$ cat src/rtl/phase_seq_rf.sv
// Four-phase sequencer, instruction register, 16x16 register file and PC for the 16-bit core.
// Feeds ph/ir/pc/sr1/sr2 to the ALU and retires its registered result q on the PH3 edge.
module phase_seq_rf #(
  parameter logic [15:0] RESET_PC = 16'h0000
) (
  input  logic        CLK,
  input  logic        RST,
  output logic [15:0] imem_addr,
  input  logic [15:0] imem_rdata,
  input  logic        imem_valid,
  input  logic [15:0] q,
  output logic [3:0]  ph,
  output logic [15:0] ir,
  output logic [15:0] pc,
  output logic [15:0] sr1,
  output logic [15:0] sr2,
  output logic        halted
);

  localparam logic [3:0] PH1 = 4'b0001;
  localparam logic [3:0] PH2 = 4'b0010;
  localparam logic [3:0] PH3 = 4'b0100;
  localparam logic [3:0] PH4 = 4'b1000;

  localparam logic [3:0] OP_ADD  = 4'h1;
  localparam logic [3:0] OP_LI   = 4'h2;
  localparam logic [3:0] OP_B    = 4'h3;
  localparam logic [3:0] OP_BNZ  = 4'h4;
  localparam logic [3:0] OP_HALT = 4'hF;

  logic [3:0]  ph_r;
  logic [15:0] ir_r;
  logic [15:0] pc_r;
  logic        halted_r;
  logic [15:0] regs_r [16];

  logic [3:0]  op_s;
  logic [3:0]  rd_s;
  logic [3:0]  ra1_s;
  logic [15:0] sr1_s;
  logic [15:0] pc_next_s;
  logic        wr_en_s;
  logic        halt_s;

  assign op_s  = ir_r[15:12];
  assign rd_s  = ir_r[11:8];
  assign sr1_s = regs_r[ra1_s];

  // Decode read-port-1 address; BNZ tests the register in the rd field.
  always_comb begin
    ra1_s = ir_r[7:4];
    if (op_s == OP_BNZ) begin
      ra1_s = ir_r[11:8];
    end else begin
      ra1_s = ir_r[7:4];
    end
  end

  // Retire decision for the PH3 edge: next PC, register write enable and halt request.
  always_comb begin
    pc_next_s = pc_r + 16'h0001;
    wr_en_s   = 1'b0;
    halt_s    = 1'b0;
    case (op_s)
      OP_ADD, OP_LI: wr_en_s = 1'b1;
      OP_B:          pc_next_s = q;
      OP_BNZ: begin
        if (sr1_s != 16'h0000) begin
          pc_next_s = q;
        end else begin
          pc_next_s = pc_r + 16'h0001;
        end
      end
      OP_HALT: begin
        pc_next_s = pc_r;
        halt_s    = 1'b1;
      end
      default: pc_next_s = pc_r + 16'h0001;
    endcase
  end

  // Phase sequencer: PH1 stalls without valid fetch data, PH4 freezes once halted.
  always_ff @(posedge CLK or posedge RST) begin
    if (RST) begin
      ph_r <= PH1;
    end else begin
      case (ph_r)
        PH1:     ph_r <= imem_valid ? PH2 : PH1;
        PH2:     ph_r <= PH3;
        PH3:     ph_r <= PH4;
        PH4:     ph_r <= halted_r ? PH4 : PH1;
        default: ph_r <= PH1;
      endcase
    end
  end

  // Instruction register loads only on the accepting PH1 edge.
  always_ff @(posedge CLK or posedge RST) begin
    if (RST) begin
      ir_r <= 16'h0000;
    end else if ((ph_r == PH1) && imem_valid) begin
      ir_r <= imem_rdata;
    end
  end

  // PC and halt flag retire on the PH3 edge.
  always_ff @(posedge CLK or posedge RST) begin
    if (RST) begin
      pc_r     <= RESET_PC;
      halted_r <= 1'b0;
    end else if (ph_r == PH3) begin
      pc_r     <= pc_next_s;
      halted_r <= halted_r | halt_s;
    end
  end

  // Register file write-back of q; reads happen in PH1/PH2 so no bypass is needed.
  always_ff @(posedge CLK or posedge RST) begin
    if (RST) begin
      for (int i = 0; i < 16; i++) begin
        regs_r[i] <= 16'h0000;
      end
    end else if ((ph_r == PH3) && wr_en_s) begin
      regs_r[rd_s] <= q;
    end
  end

  assign ph        = ph_r;
  assign ir        = ir_r;
  assign pc        = pc_r;
  assign imem_addr = pc_r;
  assign halted    = halted_r;
  assign sr1       = sr1_s;
  assign sr2       = regs_r[ir_r[3:0]];

endmodule
$ cat config.mk
export PLATFORM = sky130hd
export DESIGN_NAME = phase_seq_rf
export DESIGN_NICKNAME = d
export VERILOG_FILES = /design/src/rtl/phase_seq_rf.sv
export SDC_FILE = /design/constraint.sdc
export NUM_CORES = 1
export LEC_CHECK = 0
export ABC_CLOCK_PERIOD_IN_PS = 8500
export CAP_MARGIN = 5
export CORE_ASPECT_RATIO = 0.8
export CORE_MARGIN = 2
export CORE_UTILIZATION = 54
export DETAILED_ROUTE_END_ITERATION = 12
export GPL_TIMING_DRIVEN = 0
export PLACE_DENSITY_LB_ADDON = 0.08
export RECOVER_POWER = 50
export SYNTH_ARGS = -nofsm -noshare
export SYNTH_HDL_FRONTEND = slang
export SYNTH_SLANG_ARGS = --single-unit
export TNS_END_PERCENT = 20
$ cat constraint.sdc
create_clock -name CLK -period 8.5 [get_ports CLK]
set_input_delay 0.85 -clock CLK [delete_from_list [all_inputs] [get_ports CLK]]
set_output_delay 0.85 -clock CLK [all_outputs]
set_load 0.02 [all_outputs]
==> results of run 1 <==
## worst max path at each step
stage,start,to,depth (start not counted)
finish,ir[1],sr2[8],6
floorplan,RST,halted,1
global route,RST,regs_r[35],5
detailed placement,ir[1],sr2[8],6
global placement,RST,regs_r[53],2
CTS,ir[1],sr2[8],6
## final cells by class
type / instances / area share (%)
Buffer: 110 / 3.03
Inverter: 12 / 0.248
Tap cell: 377 / 2.53
Clock buffer: 44 / 4.85
Multi-Input combinational cell: 979 / 42.7
Clock inverter: 10 / 0.691
Timing Repair Buffer: 128 / 6.61
Sequential cell: 293 / 39.3
## synthesized netlist by cell type (all sizes together), types with 4 or more instances
library cell  number
nand2            321
dfrtp            292
mux2             212
nand3             94
mux4              84
buf               59
o21ai             56
clkbuf            51
mux2i             40
nor2              35
a32oi             22
a21oi             17
nor3              14
a31oi             13
nand4             12
inv               11
a2bb2oi            7
xnor2              5
a221oi             4
and3               4
o221ai             4
## cells by family (layout without fill, tap and decap cells)
kind of cell	after synthesis	count (layout)	share of synthesized area (%)
buffers and inverters	122	304	3.83
multiplexers	336	336	29.6
adder cells (fa/ha/maj)	1	1	0.0787
XOR/XNOR	7	7	0.386
flip-flops	293	293	46.1
AND/OR/NAND/NOR	500	500	13.9
AO/OA/AOI/OAI	135	135	5.97
## through the flow
step	std cells	cell area [µm²]	util, %
after floorplan	1394	15900	-
after global placement	1890	17600	60.3
after detailed placement	1899	17700	60.9
after CTS	1953	18800	64.4
after global routing	1953	18600	64.0
final	1953	18600	64.0
## worst max-delay path, stage by stage (launching register included)
cell             delay, ns
dfrtp_1               0.37
clkbuf_1              0.95
clkbuf_1              1.06
clkbuf_1              0.77
mux4_2                0.43
mux4_2                0.54
clkdlybuf4s50_1       0.57
## report_power, final
| part | total [mW] | switching [mW] | internal, mW | leakage (nW) |
|---|---|---|---|---|
| Sequential | 1.75 | 0.192 | 1.56 | 3.59 |
| Clock | 1.41 | 0.584 | 0.823 | 0.515 |
| Combinational | 3.76 | 2.31 | 1.45 | 4.02 |
| Total | 6.92 | 3.08 | 3.83 | 8.13 |
## flip-flops by register name, summed over array words and instances, names as in the netlist
register   cells
ph             4
regs_r       256
halted         1
imem_addr     16
ir            16
## routing by layer
metal	share of wire [%]	track usage (%)
met5	0.13	1.77
met4	4.1	14.5
met3	12	11.9
met2	43	54.5
met1	40	49.8
==> qor.csv, run 1 <==
metric,value,unit
power.total,6.92,mW
clock_latency,0.58,ns
tritoncts_num_sinks,293,
port_buffers,119,
finalCriticalPeriod,6.14,ns
min_to,halted,
path_class,flop to primary output,
tritoncts,done,
core_area,29100,µm²
post-route-period-util,72.2,%
layout_commonest_cell,nand2_1,
multi_input_comb_area,7960,µm²
synth_fp_nets,1430,
grt_usage,36.6,%
worst_case_hold_slack,0.500,ns
synth_top_area_share,46.0,%
clock_root_cell,clkbuf_16,
max_cap_viol_count,8,
timing.setup.tns,0,ns
rd_place_congestion,0.961,
h-tree-depth,1,
chipWidth,196,µm
grt_overflow,0,
i_o_pin_total,120,
detail_route.vias_per_cell,6.63,
clkSlewWorstSetupHoldPaths,0.06,ns
avgSynthCellArea,11.4,µm²
slew_headroom,-53.8,%
rsz0062_at_grt,no,
reg2regPathDepth,15,
synth_area_leader_cell,dfrtp_1,
finalHoldViolations,0,
min-delay-start,halted,
max_clock_freq,0.163,GHz
total_routed_wirelength,55.4,mm
die_height,157,µm
grt_first_pass_wirelength,81.5,mm
worst_path_arrival,5.29,ns
internal_reg_to_reg_setup_slack,3.70,ns
seq_area_frac_synth,46.1,%
worstHoldPathType,flop to flop,
netlist_area,15900,µm²
synthTopCellsByArea,"dfrtp_1, mux2_2, mux4_2, nand2_1, nand3_1",
worst_setup_path_end_kind,primary output,
p_leak,8.13,nW
most-common-layout-cells,"nand2_1, dfrtp_1, mux2_2",
post_cts.resized_instances,0,
num_vias,12900,
power-per-cell-area,371,nW/µm²
place_worst_setup_slack,3.13,ns
layout_setup_ws,2.36,ns
ys_async_sr_fraction,100,%
timing_max_transition_violations_final,307,
largest_clock_skew_in_the_final_design,0.0175,ns
synthFlopType,dfrtp_1,
firstDrtPassIters,6,
post-route-drc-count,0,
initial_utilization,54.5,%
synth.ff_latch_count,293,
grt_max_degree,43,
hold_buffers,0,
final_antenna_net_count,0,
nNetsFinal,1591,
worst-endpoint-required,7.65,ns
final-setup-viol-count,0,
dp_hpwl,38.3,mm
worstMarginPinSlew,2.31,ns
worstPathMaxFanout,10,
fp.dieArea,30800,µm²
synth_edf_count,0,
n_antenna_cell,0,
register_area,7330,µm²
rr_startpoint,ir[12],
vdd_ir_drop_max,0.437,mV
drive_above_1_share,26.7,%
initial_antenna_violation_count,1,
outcome,"complete, but fails checks",
fill_cells,2353,
worst_hold_path.num_cells,2,
areaGrowthSynthToFinish,17.3,%
initialDrtViolationCount,1473,
placement_rows,56,
grt_pass1_vias,12500,
synthesis.instances,1394,
number_of_setup_buffers_added_after_cts,0,
yosys_warnings,0,
critPathLaunchType,flop,
clock_tree.buffer_depth,3,
r2r_end,imem_addr[10],
avgRoutedWirePerCell,28.4,µm
numCtsBuffers,31,
synth.lib_cells_used.distinct,62,
violations,"max-capacitance violations, max-slew violations",
(Power assumes the default switching activity.)
==> run 2: changes to the inputs <==
Settings changed: ABC_CLOCK_PERIOD_IN_PS 8500 to 5400.
Clock period 8.5 ns to 5.4 ns, I/O delays scaled along.
==> qor.csv, run 2 (same netlist as run 1, synthesis figures left out) <==
metric,value,unit,change
hold_buffers,0,,unchanged
clock_tree.buffer_depth,3,,unchanged
largest_clock_skew_in_the_final_design,0.0198,ns,was 0.0175 ns
rr_startpoint,ir[12],,unchanged
top_register,regs_r,,unchanged
finalCoreUtilization,64.0,%,about the same
n_antenna_cell,0,,unchanged
drive_above_1_share,27.1,%,was 26.7%
outcome,"complete, but fails checks",,unchanged
timing_max_transition_violations_final,182,,was 307
firstDrtPassIters,7,,was 6
largest_delay_share_family_worst_path,buffers and inverters,,unchanged
reg2regPathDepth,15,,unchanged
max_clock_freq,0.187,GHz,
numCtsBuffers,31,,unchanged
internal_reg_to_reg_setup_slack,0.56,ns,was 3.70 ns
tritoncts_num_sinks,293,,unchanged
grt_max_degree,43,,unchanged
fp.dieArea,30800,µm²,unchanged
timing.setup.tns,0,ns,unchanged
crit_path_cell_chain,or4b_1 > buf_2 > buf_6 > mux2i_1 > clkbuf_1 > nor3_2 > nand3_1 > nand4_1 > nor2_1 > clkdlybuf4s50_1,,was clkbuf_1 > clkbuf_1 > clkbuf_1 > mux4_2 > mux4_2 > clkdlybuf4s50_1
critical-path-slowest-cell,clkdlybuf4s50_1,,was clkbuf_1
slew_headroom,-54.5,%,was -53.8%
worst_setup_path_end_kind,primary output,,unchanged
h-tree-depth,1,,unchanged
grt_usage,36.6,%,about the same
p_leak,8.17,nW,was 8.13 nW
rsz0062_at_grt,no,,unchanged
most-common-layout-cells,"nand2_1, dfrtp_1, mux2_2",,unchanged
cp_num_buf_inv,4,,unchanged
initialDrtViolationCount,1597,,was 1473
worstPathMaxFanout,10,,unchanged
port_buffers,119,,unchanged
layout_commonest_cell,nand2_1,,unchanged
grt_pass1_vias,12500,,about the same
cpPeakStageDelay,0.73,ns,was 1.06 ns
worst_path_arrival,4.80,ns,was 5.29 ns
clkSlewWorstSetupHoldPaths,0.06,ns,about the same
final_antenna_net_count,0,,unchanged
place_worst_setup_slack,0.344,ns,was 3.13 ns
areaGrowthSynthToFinish,17.4,%,was 17.3%
timing.critical_path.from,ir[12],,was ir[1]
clock_root_cell,clkbuf_16,,unchanged
finalHoldViolations,0,,unchanged
clock_latency,0.58,ns,about the same
num_vias,12900,,about the same
violations,"max-capacitance violations, max-slew violations",,unchanged
post-route-drc-count,0,,unchanged
dp_hpwl,38.3,mm,unchanged
layout_setup_ws,0.0577,ns,was 2.36 ns
initial_antenna_violation_count,1,,unchanged
rd_place_congestion,0.961,,unchanged
detail_route.vias_per_cell,6.59,,was 6.63
chipWidth,196,µm,unchanged
power-per-cell-area,582,nW/µm²,was 371 nW/µm²
max_cap_viol_count,5,,was 8
total_routed_wirelength,55.4,mm,about the same
final_cells,1952,,was 1953
vdd_ir_drop_max,0.694,mV,was 0.437 mV
largest_reg_flops,256,,unchanged
post-route-period-util,98.9,%,
worstMarginPinSlew,2.32,ns,was 2.31 ns
nNetsFinal,1590,,was 1591
critPathLaunchType,flop,,unchanged
worst-endpoint-required,4.86,ns,was 7.65 ns
die_height,157,µm,unchanged
grt_overflow,0,,unchanged
finalCriticalPeriod,5.34,ns,
r2r_end,imem_addr[10],,unchanged
post-place-cells,1899,,unchanged
core_area,29100,µm²,unchanged
initial_utilization,54.5,%,unchanged
final-setup-viol-count,0,,unchanged
avgRoutedWirePerCell,28.4,µm,about the same
worst_hold_path.num_cells,2,,unchanged
min_to,halted,,unchanged
worst_case_hold_slack,0.500,ns,about the same
worstHoldPathType,flop to flop,,unchanged
i_o_pin_total,120,,unchanged
tritoncts,done,,unchanged
placement_rows,56,,unchanged
path_class,flop to primary output,,unchanged
grt_first_pass_wirelength,81.5,mm,about the same
min-delay-start,halted,,unchanged
-- run 2: cell count changes in the layout (fill, tap and decap cells not counted), sizes merged --
cell           change
clkbuf             -3
dlygate4sd3       +12
clkdlybuf4s50     -12
buf                +2
-- run 2: tightest hold or removal path: cells and delay by family (launching register included) --
kind                   cells  cell delay (ns)
AOI/OAI and AO/OA          1             0.05
buffers and inverters      1             0.05
DFF                        1             0.37
-- run 2: worst max path at each step --
stage	end	slack [ns]	depth (start not counted)
floorplan	halted	0.97	1
global placement	regs_r[53]	-1.20	2
detailed placement	sr2[8]	0.34	6
CTS	sr2[8]	0.03	6
global route	sr1[1]	0.03	10
finish	sr1[7]	0.06	10
-- run 2: per-layer routing --
| layer | GRT usage, % | share of wire [%] |
|---|---|---|
| met3 | 11.7 | 12 |
| met2 | 54.7 | 44 |
| met1 | 50.0 | 40 |
| met5 | 1.77 | 0.13 |
| met4 | 14.1 | 4.0 |
-- run 2: area by class of cell --
class / count / area, µm²
Clock inverter: 10 / 129
Inverter: 12 / 46.3
Fill cell: 2348 / 10500
Multi-Input combinational cell: 979 / 7960
Tap cell: 377 / 472
Buffer: 109 / 564
Timing Repair Buffer: 128 / 1250
Sequential cell: 293 / 7330
Clock buffer: 44 / 905
-- run 2: repair_timing --
action / CTS / global route
hold endpoints to repair: 0 / 0
setup endpoints to repair: 7 / 9
gates resized for setup: 1 / 3
setup buffers: 0 / 0
-- run 2: per-stage QoR --
step / area (µm²) / power, mW
6_report: 18700 / 10.9
2_1_floorplan: 15900 / 6.17
5_1_grt: 18700 / 11.2
3_3_place_gp: 17600 / 8.50
4_1_cts: 18800 / 10.8
3_5_place_dp: 17700 / 8.55
-- run 2: power breakdown --
group          switching (mW)  total, mW  internal [mW]
Clock                   0.916       2.21           1.30
Combinational            3.60       5.87           2.27
Sequential              0.331       2.78           2.45
